`config.mk`:
```
export PLATFORM = sky130hd
export DESIGN_NAME = serial_adder_ctrl
export DESIGN_NICKNAME = d
export VERILOG_FILES = /design/src/rtl/serial_adder_ctrl.sv
export SDC_FILE = /design/constraint.sdc
export NUM_CORES = 1
export LEC_CHECK = 0
export CAP_MARGIN = 20
export CORE_UTILIZATION = 52
export CTS_BUF_LIST = sky130_fd_sc_hd__clkbuf_2
export CTS_CLUSTER_SIZE = 25
export DETAILED_ROUTE_END_ITERATION = 12
export PLACE_DENSITY = 0.81
export SETUP_SLACK_MARGIN = 0.4
export SLEW_MARGIN = 20
export SYNTH_ARGS = -nofsm -noshare
export SYNTH_HDL_FRONTEND = slang
export SYNTH_HIERARCHICAL = 1
export SYNTH_SLANG_ARGS = --single-unit
```
`constraint.sdc`:
```
create_clock -name clk -period 1.8 [get_ports clk]
set_input_delay 0.36 -clock clk [delete_from_list [all_inputs] [get_ports clk]]
set_output_delay 0.36 -clock clk [all_outputs]
set_load 0.02 [all_outputs]
```
`src/rtl/serial_adder_ctrl.sv`:
```
// Bit-serial adder controller: one 1-bit full adder is stepped LSB-first over
// nbits cycles, with a carry register closing the loop and val/rdy on both sides.

module serial_full_adder (
   input  logic i_a,
   input  logic i_b,
   input  logic i_c,
   output logic o_s,
   output logic o_c
);
   assign o_s = i_a ^ i_b ^ i_c;
   assign o_c = (i_a & i_b) | (i_c & (i_a ^ i_b));
endmodule

module serial_adder_ctrl #(
   parameter int nbits = 8
) (
   input  logic             clk,
   input  logic             reset,
   input  logic             req_val,
   output logic             req_rdy,
   input  logic [nbits-1:0] req_a,
   input  logic [nbits-1:0] req_b,
   input  logic             req_cin,
   output logic             resp_val,
   input  logic             resp_rdy,
   output logic [nbits-1:0] resp_sum,
   output logic             resp_cout
);
   localparam int CW = $clog2(nbits) + 1;
   localparam logic [CW-1:0] CNT_LAST = CW'(nbits - 1);
   localparam logic [CW-1:0] CNT_ONE  = CW'(1'b1);

   typedef enum logic [1:0] {
      ST_IDLE = 2'd0,
      ST_CALC = 2'd1,
      ST_DONE = 2'd2
   } state_t;

   state_t           r_state;
   state_t           w_state_nxt;
   logic [nbits-1:0] r_a;
   logic [nbits-1:0] r_b;
   logic [nbits-1:0] r_sum;
   logic             r_carry;
   logic [CW-1:0]    r_cnt;

   logic             w_fa_s;
   logic             w_fa_c;
   logic             w_last;
   logic [nbits-1:0] w_sum_msb;

   serial_full_adder u_fa (
      .i_a (r_a[0]),
      .i_b (r_b[0]),
      .i_c (r_carry),
      .o_s (w_fa_s),
      .o_c (w_fa_c)
   );

   assign w_last    = (r_cnt == CNT_LAST);
   // Sum bit enters at the MSB so that after nbits shifts bit 0 sits at the LSB.
   assign w_sum_msb = nbits'(w_fa_s) << (nbits - 1);

   always_ff @(posedge clk) begin
      if (reset) begin
         r_state <= ST_IDLE;
      end else begin
         r_state <= w_state_nxt;
      end
   end

   always_comb begin
      w_state_nxt = r_state;
      case (r_state)
         ST_IDLE: begin
            if (req_val) w_state_nxt = ST_CALC;
            else         w_state_nxt = ST_IDLE;
         end
         ST_CALC: begin
            if (w_last) w_state_nxt = ST_DONE;
            else        w_state_nxt = ST_CALC;
         end
         ST_DONE: begin
            if (resp_rdy) w_state_nxt = ST_IDLE;
            else          w_state_nxt = ST_DONE;
         end
         default: w_state_nxt = ST_IDLE;
      endcase
   end

   always_ff @(posedge clk) begin
      if (reset) begin
         r_a     <= '0;
         r_b     <= '0;
         r_sum   <= '0;
         r_carry <= 1'b0;
         r_cnt   <= '0;
      end else begin
         case (r_state)
            ST_IDLE: begin
               if (req_val) begin
                  r_a     <= req_a;
                  r_b     <= req_b;
                  r_carry <= req_cin;
                  r_sum   <= '0;
                  r_cnt   <= '0;
               end
            end
            ST_CALC: begin
               r_a     <= r_a >> 1'b1;
               r_b     <= r_b >> 1'b1;
               r_sum   <= (r_sum >> 1'b1) | w_sum_msb;
               r_carry <= w_fa_c;
               r_cnt   <= r_cnt + CNT_ONE;
            end
            default: begin
               r_a     <= r_a;
               r_b     <= r_b;
               r_sum   <= r_sum;
               r_carry <= r_carry;
               r_cnt   <= r_cnt;
            end
         endcase
      end
   end

   // Handshake flags are masked during reset so nothing is offered or accepted.
   assign req_rdy   = (r_state == ST_IDLE) && !reset;
   assign resp_val  = (r_state == ST_DONE) && !reset;
   assign resp_sum  = r_sum;
   assign resp_cout = r_carry;

endmodule

```
# Word-level counts from Yosys, hierarchy flattened
# Cells that the tools add are included.
[classes]
add_sub_neg = 1
n_eq_ne = 4
muxes = 14
n_bitwise = 6
reduce_logical = 6
[ops]
columns = ["cell", "count"]
rows = [
  ["$pmux W8 S2", 3],
  ["$mux W8", 3],
  ["$or A7 B8 Y8", 1],
  ["$pmux W4 S2", 1],
  ["$pmux W2 S3", 1],
  ["$add A4 B1 Y4 const B", 1],
  ["$eq A4 B3 Y1 const B", 1],
  ["$mux W2", 2],
  ["$mux W4", 1],
  ["$and A1 B1 Y1", 2],
  ["$eq A2 B1 Y1 const B", 1],
  ["$eq A2 B2 Y1 const B", 1],
  ["$logic_and A1 B1 Y1", 2],
  ["$logic_not A2 Y1", 1],
  ["$mux W1", 2],
  ["$ne A2 B2 Y1 const B", 1],
  ["$pmux W1 S2", 1],
  ["$reduce_and A2 Y1", 1],
  ["$reduce_bool A2 Y1", 1],
  ["$xor A1 B1 Y1", 2],
  ["$logic_not A1 Y1", 1],
  ["$or A1 B1 Y1", 1],
]
[totals]
ff_bits = 31
input_bits = 21
elab_cells = 37

# Logic depth before layout (Yosys ltp)
# Gate-level depths: netlist (run 1).
[depth]
word_depth = 4
depth_mapped = 6
depth_no_buf = 4

# By module
# The synthesis (run 1) kept the hierarchy.
[by_module_without_submodules]
columns = ["mod", "n_inst", "cells_per_inst", "area_per_inst_um2", "seq_area_each_um2"]
rows = [
  ["serial_adder_ctrl", 1, 174, 1505.2, 620.6],
  ["serial_full_adder", 1, 1, 20.0, 0.0],
]

# Worst setup path before layout (run 1)
# Ideal clock, no wire load.
[synth_timing]
kind = "register -> output"
startpoint = "register r_state[1]"
endpoint = "output resp_val"
t_arrival_ps = 1244
setup_slack_ps = 196
path_stages_with_launch = 4
cell_sequence = "dfxtp_1 buf_6 clkbuf_1 nor3b_1"
[synth_between]
elab_chain_len = 2
[synth_rtl]
columns = ["element", "line", "source"]
rows = [
  ["from (decl)", "40", "state_t r_state;"],
  ["from (signal assigned)", "69", "r_state <= w_state_nxt;"],
  ["$eq A2 B2 Y1", "130", "assign resp_val = (r_state == ST_DONE) && !reset;"],
  ["$logic_and A1 B1 Y1", "130", ""],
  ["to (decl)", "25", "output logic resp_val,"],
]
# No other way between the ends.

# Final worst setup path (run 1)
[layout_timing]
startpoint = "register r_state[1]"
endpoint = "output req_rdy"
[layout_between]
elab_chain_len = 2
[layout_rtl]
columns = ["element", "line", "source"]
rows = [
  ["$logic_not A2 Y1", "129", "assign req_rdy = (r_state == ST_IDLE) && !reset;"],
  ["$logic_and A1 B1 Y1", "129", ""],
  ["to (decl)", "21", "output logic req_rdy,"],
]
# No other way between the ends.

==> out/qor.yml, run 1 <==
drt:
  viasPerCell: 5.59
  post-route-drc-count: 0
  dr.pass1.iters: 4
  vias: 1324
  wl_microns: 3400
  first_iter_violations: 25
  wl_per_cell_microns: 14.3
  ant_nets: 0
synth:
  syn-cell-area_sq_mm: 0.00153
  async_flop_share_pct: 0
  synth.top_cell.area_share_pct: 40.7
  yosys_warnings: 6
  syn_area_per_cell_sq_um: 8.72
  synthesis.nets: 198
  synth_edf_count: 0
  yosysTopAreaCell: "dfxtp_1"
  synth_cell_types: 30
  synthTopCellsByArea: "dfxtp_1 41%, nor2_1 6.9%, nand3_2 5.9%"
  synthFlopType: "dfxtp_1"
  ys_seq_elements: 31
  ys_seq_area_share_pct: 40.7
  synthCells: 175
global_routing:
  grt_first_pass_wirelength_microns: 5750
  overflow: 0
  grt_antenna_before_repair: 0
  grt_max_degree: 32
  track_usage_pct: 23.2
  grt_pass1_vias: 1307
clock_network:
  clk_latency_ps: 340
  root_buffer: "clkbuf_2"
  clk_path_buf_depth: 2
  cts_sinks: 31
  cts_tree: "done"
  cts-hold-fix-buffers: 0
  numCtsBuffers: 5
  cts_max_level: 2
  path_clk_slew_ps: 150
critical_path:
  arrival_ps: 1130
  slowest_delay_ps: 370
  end_kind: "output port"
  cpMaxStageDelayCell: "dfxtp_2"
  start_kind: "flop"
  cp_max_fo: 3
  path_cells: "buf_6 -> nor3_2 -> buf_4"
  setup.worst_path.class: "reg -> out"
  worst_ep_required_time_ps: 1440
final_layout:
  layout_common_cells: "28 x nor2_1, 21 x dfxtp_1, 18 x clkdlybuf4s50_1"
  layout-drive-gt1-share_pct: 31.1
  antennaDiodeCount: 0
  finalNetCount: 229
  final_area_sq_mm: 0.00195
  final_common_cell: "nor2_1"
  area_growth_pct: 28.1
power:
  p_leak_nw: 0.722
  power_density_mw_per_mm2: 690
  peakVddDrop_mv: 0.492
  finalPower_mw: 1.35
timing:
  setup_viol: 0
  rsz0062_at_grt: "yes"
  finalCriticalPeriod_ps: 1490
  hold_viol_final: 0
  clock_skew_ps: 8.10
  worst_pin_slew_ps: 378
  slew_headroom_pct: 74.8
  fmax_ghz: 0.670
  post-route-period-util_pct: 82.9
  maxSlewViolCount: 0
die:
  start_util_pct: 55.3
  pin_count: 32
  dieWidth_microns: 56.2
  die_h_microns: 56.2
  rows: 19
  core_area_sq_mm: 0.00276
  dieArea_sq_mm: 0.00315
job:
  cap_violations: 0
place:
  routabilityCongestion: 0.772
  dpl_cell_area_sq_mm: 0.00183
  port_buffers: 31
  dp_hpwl_microns: 2250
hold_path:
  min_path_type: "reg -> reg"
outcome:
  run_status: "completed"
registers in the layout, indices dropped and copies added (netlist names):
signal,flops
r_b,8
r_a,8
r_state,2
resp_cout,1
r_cnt,4
resp_sum,8
cells by family after synthesis:
| family | after synthesis | synth area share [%] |
|---|---|---|
| AOI/OAI and AO/OA | 28 | 12.7 |
| and+or+nand+nor | 98 | 37.2 |
| buffers and inverters | 16 | 7.22 |
| DFF | 31 | 40.7 |
| adders and majority gates | 2 | 2.13 |
final cells by class:
class,instances,area (sq um)
Multi-Input combinational cell,128,832
Fill cell,221,805
Sequential cell,31,636
Timing Repair Buffer,40,413
Tap cell,31,38.8
Clock buffer,5,25.0
Clock inverter,2,8.76
synth_stat cells (all sizes together), types with 2 or more instances:
cell,instances
nand3,12
nor3,11
nor2b,2
nor3b,3
dfxtp,31
clkbuf,6
nand2b,12
a21oi,23
nand2,11
or3b,10
buf,10
nor2,28
nor4,6
critical path, delay by kind of cell, from the launching register on:
kind,cells,cell delay [ps]
buffers and inverters,2,280
DFF,1,370
and+or+nand+nor,1,140
layer usage:
layer	global-route usage, %	vias to the layer above	share of wire (%)	wire [microns]
li1	-	664	-	-
met1	28.4	627	43	1470
met2	40.5	29	52	1780
met3	4.65	4	3.4	115
met4	7.67	0	0.80	27
met5	0	-	0	0
where the power goes:
| group | total [mW] | internal (mW) | switching, mW |
|---|---|---|---|
| clock | 0.303 | 0.0822 | 0.221 |
| sequential | 0.760 | 0.732 | 0.0284 |
| combinational | 0.284 | 0.142 | 0.143 |
repair_timing:
item | in CTS | in global routing
endpoints found under the setup margin | 36 | 29
resized for setup | 45 | 17
buffers inserted | 1 | 1
endpoints found under the hold margin | 0 | 0
gates cloned | 0 | 0
pin swaps | 1 | 1
final timing paths:
path | from | endpoint | slack (ps) | cells past startpoint
worst max-delay path | r_state[1]$_SDFF_PP0_ | req_rdy | 310 | 3
worst min-delay path | r_b[7]$_SDFFE_PP0P_ | r_b[7]$_SDFFE_PP0P_ | 480 | 2
worst max register to register | r_state[0]$_SDFF_PP0_ | r_a[0]$_SDFFE_PP0P_ | 400 | 5
worst min register to register | r_b[7]$_SDFFE_PP0P_ | r_b[7]$_SDFFE_PP0P_ | 480 | 2
stage by stage:
stage	setup TNS (ps)	hold WS (ps)	utilization [%]	worst slack [ps]	cells
floorplan	0	440	-	359	175
global placement	-412	452	66.2	-232	228
detailed placement	-515	457	66.2	-281	228
CTS	0	476	69.2	246	236
global route	0	488	70.8	260	237
finish	0	477	70.8	308	237
Note: power is estimated with default switching activity, not from simulation.
==> run 2: changes to the inputs <==
--- a/config.mk
+++ b/config.mk
@@ -6,11 +6,11 @@
 export NUM_CORES = 1
 export LEC_CHECK = 0
 export CAP_MARGIN = 20
-export CORE_UTILIZATION = 52
+export CORE_UTILIZATION = 47
 export CTS_BUF_LIST = sky130_fd_sc_hd__clkbuf_2
 export CTS_CLUSTER_SIZE = 25
 export DETAILED_ROUTE_END_ITERATION = 12
-export PLACE_DENSITY = 0.81
+export PLACE_DENSITY = 0.77
 export SETUP_SLACK_MARGIN = 0.4
 export SLEW_MARGIN = 20
 export SYNTH_ARGS = -nofsm -noshare
==> constraint.sdc (replaced) <==
create_clock -name clk -period 1.2 [get_ports clk]
set_input_delay 0.24 -clock clk [delete_from_list [all_inputs] [get_ports clk]]
set_output_delay 0.24 -clock clk [all_outputs]
set_load 0.02 [all_outputs]
==> out/qor.yml, run 2 (same netlist as run 1, synthesis figures left out) <==
power:
  p_leak_nw: 0.902  # +25%
  power_density_mw_per_mm2: 956  # +38%
  finalPower_mw: 2.23  # +65%
  peakVddDrop_mv: 0.639  # +30%
critical_path:
  slowest_delay_ps: 420  # +50 ps
  cpMaxStageDelayCell: "or3b_4"
  arrival_ps: 1630  # +500 ps
  end_kind: "flop"
  worst_ep_required_time_ps: 1450  # about the same
  setup.worst_path.class: "reg -> reg"
  worst-path-buf-inv: 2  # unchanged
  path_cells: "buf_8 -> or3b_4 -> buf_6 -> nand3_1 -> a21oi_1"
  cp_max_fo: 11  # +8
  path_delay_family: "simple AND/OR/NAND/NOR gates"
  start_kind: "flop"
place:
  routabilityCongestion: 0.792  # +2.6%
  port_buffers: 31  # unchanged
  dp_hpwl_microns: 2370  # +5.4%
  dp.cells: 260  # +14%
  dp_slack_ps: -677  # -397 ps
die:
  die_h_microns: 59.0  # +5.0%
  dieArea_sq_mm: 0.00348  # +10%
  dieWidth_microns: 59.0  # +5.0%
  pin_count: 32  # unchanged
  rows: 20  # +1
  core_area_sq_mm: 0.00308  # +12%
  start_util_pct: 49.6  # -5.8 points
global_routing:
  track_usage_pct: 24.5  # +1.3 points
  grt_pass1_vias: 1454  # +11%
  overflow: 0  # unchanged
  grt_antenna_before_repair: 0  # unchanged
  grt_first_pass_wirelength_microns: 6290  # +9.4%
  grt_max_degree: 32  # unchanged
timing:
  worst_pin_slew_ps: 397  # +18.5 ps
  timing.final.ws_setup_ps: -179  # -487 ps
  slew_headroom_pct: 73.5  # -1.2 points
  hold_viol_final: 0  # unchanged
  maxSlewViolCount: 0  # unchanged
  finalCriticalPeriod_ps: 1380
  rsz0062_at_grt: "yes"
  setup_viol: 32  # +32
  post-route-period-util_pct: 115
  clock_skew_ps: 17.4  # +9.26 ps
  fmax_ghz: 0.725
clock_network:
  cts-hold-fix-buffers: 0  # unchanged
  clk_latency_ps: 360  # +20 ps
  cts_sinks: 31  # unchanged
  clk_path_buf_depth: 2  # unchanged
  numCtsBuffers: 5  # unchanged
  cts_tree: "done"
  path_clk_slew_ps: 160  # about the same
  cts_max_level: 2  # unchanged
  root_buffer: "clkbuf_2"
hold_path:
  min_path_type: "in -> reg"
drt:
  vias: 1465  # +11%
  viasPerCell: 5.27  # -5.7%
  ant_nets: 0  # unchanged
  first_iter_violations: 55  # +120%
  wl_per_cell_microns: 14.5  # +1.3%
  wl_microns: 4030  # +19%
  dr.pass1.iters: 4  # unchanged
  post-route-drc-count: 0  # unchanged
final_layout:
  antennaDiodeCount: 0  # unchanged
  layout_common_cells: "25 x buf_4, 22 x nor2_1, 21 x a21oi_2"
  area_growth_pct: 52.9
  finalNetCount: 256  # +12%
  final_common_cell: "buf_4"
  num-fill-cells: 233  # +5.4%
  finalNonFillerCells: 278  # +17%
  layout-drive-gt1-share_pct: 51.3  # +20 points
outcome:
  run_status: "finished with violations"
  violations: "setup timing"
job:
  cap_violations: 0  # unchanged
==> run 2: path summary, 6_finish.rpt <==
path                                            start                    end  slack (ps)  depth (start not counted)
worst max register to register  r_state[1]$_SDFF_PP0_  r_cnt[1]$_SDFFE_PP0P_        -180                          5
worst max-delay path            r_state[1]$_SDFF_PP0_  r_cnt[1]$_SDFFE_PP0P_        -180                          5
worst min-delay path                         req_b[7]    r_b[7]$_SDFFE_PP0P_         450                          3
worst min register to register    r_b[7]$_SDFFE_PP0P_    r_b[7]$_SDFFE_PP0P_         490                          2
==> run 2: power by group <==
group,leakage [nW],switching [mW],internal [mW],total [mW]
Clock,0.0281,0.356,0.140,0.497
Sequential,0.261,0.0507,1.10,1.15
Combinational,0.612,0.271,0.314,0.585
==> run 2: worst min-delay path: stages <==
cell and delay [ps]:
clkdlybuf4s50_1 420, nand2_1 80, a21oi_2 50
==> run 2: repair_timing <==
item	CTS	global route
setup endpoints to repair	42	42
endpoints found under the hold margin	0	0
pin swaps	13	5
cloned	1	0
resized for setup	106	19
buffers inserted	6	3
==> run 2: final cells by class <==
class / count / area (sq um) / share of cell area, %
Clock buffer: 6 / 30.0 / 1.29
Clock inverter: 2 / 7.51 / 0.322
Multi-Input combinational cell: 129 / 957 / 41.0
Sequential cell: 31 / 644 / 27.6
Tap cell: 44 / 55.1 / 2.36
Timing Repair Buffer: 66 / 638 / 27.4
==> run 2: metrics by stage <==
stage / setup TNS, ps / hold WS [ps] / instance area (sq um) / utilization [%]
2_1_floorplan: -878 / 385 / 1620 / -
3_3_place_gp: -13420 / 456 / 2020 / 65.7
3_5_place_dp: -14080 / 470 / 2020 / 65.7
4_1_cts: -3560 / 429 / 2250 / 73.0
5_1_grt: -5570 / 423 / 2330 / 75.8
6_report: -4460 / 452 / 2330 / 75.8
==> run 2: per-layer routing <==
metal / track usage, % / wire (microns) / vias to the layer above
met3: 4.62 / 167 / 7
li1: - / - / 718
met2: 42.2 / 2050 / 38
met1: 29.3 / 1750 / 702
met5: 0 / 0 / -
met4: 11.9 / 61 / 0
==> run 3: changes to the inputs <==
==> constraint.sdc (replaced) <==
create_clock -name clk -period 1.2 [get_ports clk]
set_input_delay 0.18 -clock clk [delete_from_list [all_inputs] [get_ports clk]]
set_output_delay 0.18 -clock clk [all_outputs]
set_load 0.02 [all_outputs]
==> out/qor.yml, run 3 (same netlist as run 1, synthesis figures left out) <==
place:
  port_buffers: 31  # unchanged
  dp_slack_ps: -569  # +108 ps
  dp_hpwl_microns: 2500  # +5.4%
  routabilityCongestion: 0.799  # +0.90%
  dpl_cell_area_sq_mm: 0.00202  # -0.31%
  dp.cells: 260  # unchanged
drt:
  wl_microns: 4890  # +21%
  first_iter_violations: 67  # +22%
  post-route-drc-count: 0  # unchanged
  vias: 1561  # +6.6%
  ant_nets: 0  # unchanged
  wl_per_cell_microns: 16.8  # +16%
  viasPerCell: 5.36  # +1.8%
  dr.pass1.iters: 4  # unchanged
power:
  p_sw_mw: 0.753  # +11%
  internal-power_mw: 1.61  # +3.8%
  pwr-share-comb_pct: 29.1  # +2.8 points
  power_density_mw_per_mm2: 928  # -2.9%
  seq_power_share_pct: 49.2  # -2.3 points
  peakVddDrop_mv: 0.805  # +26%
  p_leak_nw: 1.00  # +11%
  finalPower_mw: 2.36  # +6.0%
  clock_power_share_pct: 21.6  # -0.7 points
  p_sw_share_pct: 31.9  # +1.5 points
timing:
  setup_viol: 33  # +3.1%
  hold_slack_ps: 334  # -118 ps
  rsz0062_at_grt: "yes"
  finalCriticalPeriod_ps: 1360  # -16.5 ps
  setup_tns_ps: -4240  # +224 ps
  post-route-period-util_pct: 114  # -1.4 points
  worst_pin_slew_ps: 419  # +22.2 ps
  clock_skew_ps: 21.5  # +4.16 ps
  maxSlewViolCount: 0  # unchanged
  hold_viol_final: 0  # unchanged
  timing.final.ws_setup_ps: -162  # +16.5 ps
  fmax_ghz: 0.734  # +1.2%
  slew_headroom_pct: 72.1  # -1.5 points
hold_path:
  holdPathStages: 3  # unchanged
  min_from: "req_a[7]"
  min_path_type: "in -> reg"
  min_to: "r_a[7]$_SDFFE_PP0P_"
die:
  start_util_pct: 49.6  # unchanged
  core_area_sq_mm: 0.00308  # unchanged
  dieArea_sq_mm: 0.00348  # unchanged
  die_h_microns: 59.0  # unchanged
  pin_count: 32  # unchanged
  dieWidth_microns: 59.0  # unchanged
  rows: 20  # unchanged
clock_network:
  path_clk_slew_ps: 170  # about the same
  clk_path_buf_depth: 2  # unchanged
  root_buffer: "clkbuf_2"
  cts_tree: "done"
  cts_sinks: 31  # unchanged
  numCtsBuffers: 5  # unchanged
  cts-hold-fix-buffers: 0  # unchanged
  cts_max_level: 2  # unchanged
  clk_latency_ps: 390  # +30 ps
critical_path:
  end_kind: "flop"
  arrival_ps: 1620  # about the same
  rrSetupSlack_ps: -160  # +20 ps
  start_kind: "flop"
  r2r-end: "r_a[1]$_SDFFE_PP0P_"
  worst_ep_required_time_ps: 1450  # about the same
  r2r_cells: 5  # unchanged
  cp_max_fo: 8  # -3
  rr_startpoint: "r_state[1]$_SDFF_PP0_"
  setup.worst_path.class: "reg -> reg"
global_routing:
  grt_max_degree: 30  # -6.3%
  track_usage_pct: 28.3  # +3.7 points
  grt_antenna_before_repair: 0  # unchanged
  overflow: 0  # unchanged
  grt_first_pass_wirelength_microns: 7190  # +14%
  grt_pass1_vias: 1593  # +9.6%
final_layout:
  final_common_cell: "buf_4"
  num-fill-cells: 190  # -18%
  area_growth_pct: 66.9
  antennaDiodeCount: 0  # unchanged
  finalNonFillerCells: 291  # +4.7%
  layout-drive-gt1-share_pct: 57.9  # +6.6 points
  final_area_sq_mm: 0.00254  # +9.1%
  layout_common_cells: "32 x buf_4, 24 x buf_6, 20 x dfxtp_1"
  finalNetCount: 269  # +5.1%
  utilization_pct: 82.7  # +6.9 points
outcome:
  run_status: "finished with violations"
  violations: "setup timing"
job:
  cap_violations: 0  # unchanged
## run 3: what timing repair did
action | CTS | global route
endpoints found under the setup margin | 42 | 42
cloned | 2 | 0
setup buffers | 16 | 5
resized for setup | 126 | 21
pin swaps | 11 | 11
## run 3: power groups by stage
stage	registers [mW]	clock network, mW	logic, mW
after CTS	1.15	0.511	0.611
final	1.16	0.511	0.689
after detailed placement	1.17	0	0.462
after global routing	1.17	0.564	0.733
after floorplan	1.16	0	0.299
after global placement	1.16	0	0.449
## run 3: layout make-up
class / count / area, sq um / share of cell area (%)
multi-input cells: 128 / 1020 / 40.0
repair buffers: 80 / 797 / 31.3
flip-flops and latches: 31 / 637 / 25.0
well taps: 44 / 55.1 / 2.16
clock buffers: 6 / 30.0 / 1.18
clock inverters: 2 / 7.51 / 0.295
## run 3: how the worst max path moves through the flow
| stage | from | endpoint | cells past startpoint |
|---|---|---|---|
| after floorplan | r_state[1]$_SDFF_PP0_ | r_cnt[3]$_SDFFE_PP0P_ | 6 |
| after global placement | reset | req_rdy | 3 |
| after detailed placement | reset | req_rdy | 3 |
| after CTS | r_state[1]$_SDFF_PP0_ | req_rdy | 3 |
| after global routing | r_state[1]$_SDFF_PP0_ | r_a[0]$_SDFFE_PP0P_ | 6 |
| final | r_state[1]$_SDFF_PP0_ | r_a[1]$_SDFFE_PP0P_ | 5 |
## run 3: per-layer routing
layer	vias up	track usage [%]	wire length (microns)	share of wire (%)
met5	-	0	0	0
met4	0	11.6	161	3.3
met3	18	7.69	205	4.2
met2	50	50.6	2600	53
met1	754	31.4	1930	39
li1	739	-	-	-
## run 3: critical path, stage by stage (launching register included)
cell and delay [ps]:
dfxtp_2 370, buf_6 130, or3b_4 410, buf_12 160, nor2_2 90, nor4_1 60
